File: src/rtl/reg_pipeline_nbit.sv
// DEPTH-stage WIDTH-bit delay pipeline with valid tracking, stall, flush,
// occupancy count and a selectable stage tap.
module reg_pipeline_nbit #(
    parameter int unsigned          WIDTH       = 8,
    parameter int unsigned          DEPTH       = 4,
    parameter logic [WIDTH-1:0]     RESET_VALUE = '0,
    localparam int unsigned         TW          = (DEPTH > 1) ? $clog2(DEPTH) : 1,
    localparam int unsigned         CW          = $clog2(DEPTH + 1)
) (
    input  logic             clk,
    input  logic             reset,
    input  logic             en,
    input  logic             flush,
    input  logic             in_valid,
    input  logic [WIDTH-1:0] D,
    input  logic [TW-1:0]    tap_sel,
    output logic [WIDTH-1:0] Q,
    output logic             q_valid,
    output logic [WIDTH-1:0] tap_q,
    output logic             tap_valid,
    output logic [CW-1:0]    count
);

    logic [WIDTH-1:0] data_q [DEPTH];
    logic [WIDTH-1:0] data_d [DEPTH];
    logic [DEPTH-1:0] valid_q;
    logic [DEPTH-1:0] valid_d;
    logic [CW-1:0]    count_q;
    logic [CW-1:0]    count_d;

    always_comb begin
        data_d  = data_q;
        valid_d = valid_q;
        count_d = count_q;
        if (flush) begin
            for (int i = 0; i < DEPTH; i++) begin
                data_d[i] = RESET_VALUE;
            end
            valid_d = '0;
            count_d = '0;
        end else if (en) begin
            data_d[0]  = D;
            valid_d[0] = in_valid;
            for (int i = 1; i < DEPTH; i++) begin
                data_d[i]  = data_q[i-1];
                valid_d[i] = valid_q[i-1];
            end
            // Modular add/sub: the true result always lies in 0..DEPTH.
            count_d = count_q + CW'(in_valid) - CW'(valid_q[DEPTH-1]);
        end
    end

    always_ff @(posedge clk) begin
        if (reset) begin
            for (int i = 0; i < DEPTH; i++) begin
                data_q[i] <= RESET_VALUE;
            end
            valid_q <= '0;
            count_q <= '0;
        end else begin
            data_q  <= data_d;
            valid_q <= valid_d;
            count_q <= count_d;
        end
    end

    always_comb begin
        tap_q     = RESET_VALUE;
        tap_valid = 1'b0;
        for (int i = 0; i < DEPTH; i++) begin
            if (tap_sel == TW'(i)) begin
                tap_q     = data_q[i];
                tap_valid = valid_q[i];
            end
        end
    end

    assign Q       = data_q[DEPTH-1];
    assign q_valid = valid_q[DEPTH-1];
    assign count   = count_q;

endmodule

File: config.mk
export PLATFORM = sky130hd
export DESIGN_NAME = reg_pipeline_nbit
export DESIGN_NICKNAME = d
export VERILOG_FILES = /design/src/rtl/reg_pipeline_nbit.sv
export SDC_FILE = /design/constraint.sdc
export NUM_CORES = 1
export LEC_CHECK = 0
export CAP_MARGIN = 20
export CORE_MARGIN = 1.5
export CORE_UTILIZATION = 54
export CTS_CLUSTER_SIZE = 24
export DETAILED_ROUTE_END_ITERATION = 10
export PLACE_DENSITY = 0.93
export SLEW_MARGIN = 0
export SYNTH_ARGS = -nofsm -noshare
export SYNTH_HDL_FRONTEND = slang
export SYNTH_SLANG_ARGS = --single-unit
File: constraint.sdc
create_clock -name clk -period 3.6 [get_ports clk]
set_clock_uncertainty 0.1 [all_clocks]
set_input_delay 0.9 -clock clk [delete_from_list [all_inputs] [get_ports clk]]
set_output_delay 0.9 -clock clk [all_outputs]
set_load 0.005 [all_outputs]
==> results_dict.tcl, run 1 <==
set metrics [dict create \
    yosys-top-cells-count "39 x dfxtp_1, 38 x nor2_1, 37 x mux2i_1" \
    insertion_delay_ns 0.33 \
    grt_pass1_wl_um 4890 \
    timing.fmax_mhz 284 \
    cts-root-buf "clkbuf_4" \
    cts-hold-fix-buffers 0 \
    fillers 247 \
    first_pass_iters 4 \
    place_inst 221 \
    setup_viol 0 \
    antenna_found_initial 0 \
    ys_types 18 \
    async_flop_share_pct 0 \
    cp_slowest_stage_delay_ns 0.51 \
    power_leakage_nw 0.871 \
    max_slew_margin_pct 59.1 \
    grt.overflow.total 0 \
    ant_nets 0 \
    grt_max_degree 42 \
    hold_path_class "reg2reg" \
    die_area_sq_mm 0.00362 \
    area_delta_synth_final_pct 20.8 \
    post_drt_wl_per_cell_um 13.7 \
    dp.final_hpwl_um 2200 \
    finalHoldViolations 0 \
    clkTransAtPathRegs_ns 0.11 \
    syn_inst 156 \
    cp-start-kind "input port" \
    required_ns 2.60 \
    timing_worst_setup_path_type "in2out" \
    crit_chain "clkdlybuf4s50_1, buf_4, mux4_2, clkdlybuf4s50_1" \
    yosysWarningCount 0 \
    rsz0062_at_grt "false" \
    synthFlopType "dfxtp_1" \
    slew_violations 0 \
    grt_pass1_vias 1112 \
    tns_ns 0 \
    synth_nets 174 \
    status "completed" \
    die_h_um 60.2 \
    drive_gt1_share_pct 13.5 \
    crit_path_end_kind "output port" \
    crit_path_top_delay_cell "mux4_2" \
    coreArea_sq_mm 0.00308 \
    avgSynthCellArea_sq_um 11.3 \
    arrival_ns 2.52 \
    nets 203 \
    grtUsageTotal_pct 18.7 \
    cts_tree "done" \
    synth_area_sq_mm 0.00176 \
    drt_iter0_markers 35 \
    insertedDiodeCount 0 \
    ctsHtreeMaxLevel 2 \
    row_count 20 \
    fin_cells 229 \
    min_to "data_q[11]$_SDFFE_PP0P_" \
    worstSetupStartpoint "tap_sel[1]" \
    seq_area_frac_synth_pct 44.3 \
    cpMostUsedCell "clkdlybuf4s50_1" \
    synth_top_cell_area_share_pct 44.3 \
    cts_setup_buffers 0 \
    tightestPinTransition_ns 0.613 \
    cts_buffers 5 \
    routed_via_density 5.14 \
    clk_path_buf_depth 2 \
    post-route-period-util_pct 97.7 \
    r2r-start "count[0]$_SDFFE_PP0P_" \
    min_period_ns 3.52 \
    vdd_drop_max_uv 246 \
    whs_path_depth 2 \
    synthMostInstantiatedCell "dfxtp_1" \
    reg2reg_to "count[2]$_SDFFE_PP0P_" \
    ys_ff_latch 39 \
    drt_wl_total_um 3130 \
    power.density_mw_per_mm2 347 \
    start_util_pct 57.3 \
    cts_resized 0 \
    cts_sinks 39 \
    portBuffers 35 \
    synth_top_area_cell "dfxtp_1" \
    num_io_pins 36 \
    drcViolationCount 0 \
    synth-edff-count 0 \
    holdCritStartpoint "data_q[19]$_SDFFE_PP0P_" \
    num_vias 1178 \
    critical_path.max_fanout 5 \
    reg2reg_slack_ns 1.62 \
    synth_area_leaders "dfxtp_1 44%, mux2i_1 21%, mux4_2 11%" \
    gp_congestion 0.627 \
    r2r_cells 9 \
    die_w_um 60.2 \
    cap_violations 0 \
]
==> cell usage in the layout (no fill, tap or decap), types with 2 or more instances in the layout <==
cell type,netlist,routed
inv_1,4,4
dfxtp_1,39,39
clkdlybuf4s50_1,0,34
buf_4,12,5
clkbuf_4,0,5
mux2i_1,37,37
mux4_2,9,9
nor2_1,38,38
ha_1,2,2
==> worst max path at each step <==
stage / endpoint / slack (ns) / cells past startpoint
after floorplan: tap_q[0] / 1.07 / 2
after global placement: tap_q[2] / 0.09 / 4
after detailed placement: tap_q[5] / 0.08 / 4
after CTS: tap_q[5] / 0.08 / 4
after global routing: tap_q[2] / 0.03 / 4
final: tap_q[2] / 0.08 / 4
==> sequential cells by signal (all words and copies together), names as in the netlist <==
name	cells
count	3
Q	8
valid_q	4
data_q	24
==> power breakdown <==
part,switching (mW),internal [mW]
clock,0.130,0.0906
sequential,0.00432,0.437
combinational,0.0340,0.0446
total,0.168,0.572
==> metrics by stage <==
stage	cell area [sq um]	hold WS, ns	setup slack [ns]	utilization [%]	power, mW
finish	2130	0.423	0.0823	69.2	0.740
floorplan	1760	0.377	1.07	-	0.503
global route	2130	0.455	0.0308	69.2	0.772
global placement	2050	0.391	0.0937	66.5	0.524
CTS	2100	0.436	0.0808	68.3	0.748
detailed placement	2050	0.412	0.0808	66.5	0.527
==> critical path: cells and delay by family <==
kind	cells	cell delay (ns)
multiplexers	1	0.51
buffers and inverters	3	1.10
==> logic make-up (layout without fill, tap and decap cells) <==
logic type | count (synthesis) | count (layout) | share of synthesized area, %
DFF | 39 | 39 | 44.3
AOI/OAI and AO/OA | 2 | 2 | 1.21
adders and majority gates | 3 | 3 | 2.55
xor gates and xnor gates | 1 | 1 | 0.497
buffers and inverters | 23 | 52 | 9.64
muxes | 46 | 46 | 32.5
and+or+nand+nor | 42 | 42 | 9.36
==> per-layer routing <==
layer	wire [um]	vias up	global-route usage [%]
met4	13	0	5.71
li1	-	580	-
met1	1430	564	23.4
met3	152	2	6.93
met5	0	-	0
met2	1540	32	30.0
==> layout make-up <==
cell class,count,area (sq um),area share (%)
tap,44,55.1,2.58
clock inverter,1,5.00,0.235
inverter,4,15.0,0.705
multi-input combinational,94,813,38.2
clock buffer,6,51.3,2.41
timing repair buffer,41,410,19.3
sequential,39,781,36.6
No activity file was read; power rests on OpenSTA's default activity.
==> run 2, diff against run 1 <==
--- a/config.mk
+++ b/config.mk
@@ -11,6 +11,7 @@
 export CTS_CLUSTER_SIZE = 24
 export DETAILED_ROUTE_END_ITERATION = 10
 export PLACE_DENSITY = 0.93
+export RECOVER_POWER = 50
 export SLEW_MARGIN = 0
 export SYNTH_ARGS = -nofsm -noshare
 export SYNTH_HDL_FRONTEND = slang
==> run 2 against run 1 <==
  * The flow now finishes with violations (max-capacitance violations, max-slew violations)
  * Final cell count did not move
  * Routed wire length barely moved
  * Critical path depth did not move
  * Sequential share of layout area barely moved
  * Total power fell by 0.11%
  * Critical path type unchanged
  * Critical endpoint unchanged
  * Largest power group unchanged
==> results_dict.tcl, run 2 (synthesized netlist as in run 1, its figures left out) <==
set metrics [dict create \
    post-route-period-util_pct 97.7 \
    power.density_mw_per_mm2 347 \
    slew_violations 40 \
    nets 203 \
    insertedDiodeCount 0 \
    crit_buf_inv 3 \
    largest_register_ffs 24 \
    cts_sinks 39 \
    drt_wl_total_um 3130 \
    crit_path_top_delay_cell "mux4_2" \
    setup_viol 0 \
    timing_worst_setup_path_type "in2out" \
    area_delta_synth_final_pct 20.6 \
    die_h_um 60.2 \
    gp_congestion 0.627 \
    cts_setup_buffers 0 \
    cts-root-buf "clkbuf_4" \
    largest_register "data_q" \
    cpLargestDelayFamily "buffers and inverters" \
    portBuffers 35 \
    drive_gt1_share_pct 13.0 \
    power_leakage_nw 0.870 \
    final_common_cell "dfxtp_1" \
    crit_path_end_kind "output port" \
    arrival_ns 2.52 \
    routed_via_density 5.14 \
    rsz0062_at_grt "false" \
    die_w_um 60.2 \
    min_to "data_q[11]$_SDFFE_PP0P_" \
    reg2reg_to "count[2]$_SDFFE_PP0P_" \
    dp.final_hpwl_um 2200 \
    cts_resized 0 \
    vdd_drop_max_uv 246 \
    crit_chain "clkdlybuf4s50_1, buf_4, mux4_2, clkdlybuf4s50_1" \
    holdWs_ns 0.423 \
    max_slew_margin_pct -39.9 \
    tns_ns 0 \
    mostFrequentLayoutCells "39 x dfxtp_1, 38 x nor2_1, 37 x mux2i_1, 33 x clkdlybuf4s50_1, 9 x mux4_2" \
    insertion_delay_ns 0.33 \
    clkTransAtPathRegs_ns 0.11 \
    critical_path.max_fanout 5 \
    grt.overflow.total 0 \
    cts-hold-fix-buffers 0 \
    cap_violations 1 \
    ant_nets 0 \
    drt_iter0_markers 35 \
    cp_slowest_stage_delay_ns 0.51 \
    cts_tree "done" \
    violations "max-capacitance violations, max-slew violations" \
    drcViolationCount 0 \
    cpMostUsedCell "clkdlybuf4s50_1" \
    hold_path_class "reg2reg" \
    row_count 20 \
    grtUsageTotal_pct 18.7 \
    whs_path_depth 2 \
    die_area_sq_mm 0.00362 \
    coreArea_sq_mm 0.00308 \
    min_period_ns 3.52 \
    r2r-start "count[0]$_SDFFE_PP0P_" \
    num_vias 1178 \
    first_pass_iters 4 \
    grt_max_degree 42 \
    grt_pass1_wl_um 4890 \
    final_core_util_pct 69.1 \
    antenna_found_initial 0 \
    status "finished, violations left" \
    ctsHtreeMaxLevel 2 \
    finalHoldViolations 0 \
    num_io_pins 36 \
    post_drt_wl_per_cell_um 13.7 \
    required_ns 2.60 \
    seqCellArea_sq_um 781 \
    fillers 248 \
    reg2reg_slack_ns 1.62 \
    cts_buffers 5 \
    cp-start-kind "input port" \
    clk_path_buf_depth 2 \
    start_util_pct 57.3 \
    r2r_cells 9 \
    multi_input_area_sq_um 811 \
    tightestPinTransition_ns 2.10 \
    grt_pass1_vias 1112 \
    timing.fmax_mhz 284 \
    holdCritStartpoint "data_q[19]$_SDFFE_PP0P_" \
]
==> run 2: cell count changes in the layout (fill, tap and decap cells not counted) <==
| cell | change |
|---|---|
| or2_0 | +1 |
| or2_4 | -1 |
| dlygate4sd3_1 | +1 |
| clkdlybuf4s50_1 | -1 |
==> run 2: power breakdown <==
part,internal (mW),switching [mW],leakage [nW]
clock,0.0906,0.130,0.0341
combinational,0.0439,0.0339,0.520
sequential,0.437,0.00432,0.315
total,0.571,0.168,0.870
==> run 2: worst min-delay path, delay by kind of cell (launching register included) <==
family	cells	cell delay (ns)
flip-flops	1	0.36
AND/OR/NAND/NOR	1	0.07
multiplexers	1	0.08
==> run 2: worst max path at each step <==
| stage | start | end | slack, ns | cells after the start |
|---|---|---|---|---|
| 2_1_floorplan | tap_sel[1] | tap_q[0] | 1.07 | 2 |
| 3_3_place_gp | tap_sel[1] | tap_q[2] | 0.09 | 4 |
| 3_5_place_dp | tap_sel[0] | tap_q[5] | 0.08 | 4 |
| 4_1_cts | tap_sel[0] | tap_q[5] | 0.08 | 4 |
| 5_1_grt | tap_sel[1] | tap_q[2] | 0.03 | 4 |
| 6_report | tap_sel[1] | tap_q[2] | 0.08 | 4 |
==> run 2: layout make-up <==
cell class                      count  area share, %
Clock buffer                        6           2.41
Timing Repair Buffer               41           19.3
Clock inverter                      1          0.235
Tap cell                           44           2.59
Sequential cell                    39           36.7
Multi-Input combinational cell     94           38.1
Inverter                            4          0.705
==> run 2: metal layers <==
layer / vias to the layer above / share of wire [%] / track usage (%)
li1: 580 / - / -
met1: 564 / 46 / 23.4
met2: 32 / 49 / 30.0
met5: - / 0 / 0
met3: 2 / 4.9 / 6.93
met4: 0 / 0.42 / 5.71
==> run 2: stage by stage <==
stage / std cells / cell area (sq um) / setup slack, ns / power [mW]
floorplan: 156 / 1760 / 1.07 / 0.503
global placement: 221 / 2050 / 0.0937 / 0.524
detailed placement: 221 / 2050 / 0.0808 / 0.527
CTS: 228 / 2100 / 0.0808 / 0.748
global route: 229 / 2130 / 0.0308 / 0.771
finish: 229 / 2130 / 0.0823 / 0.739
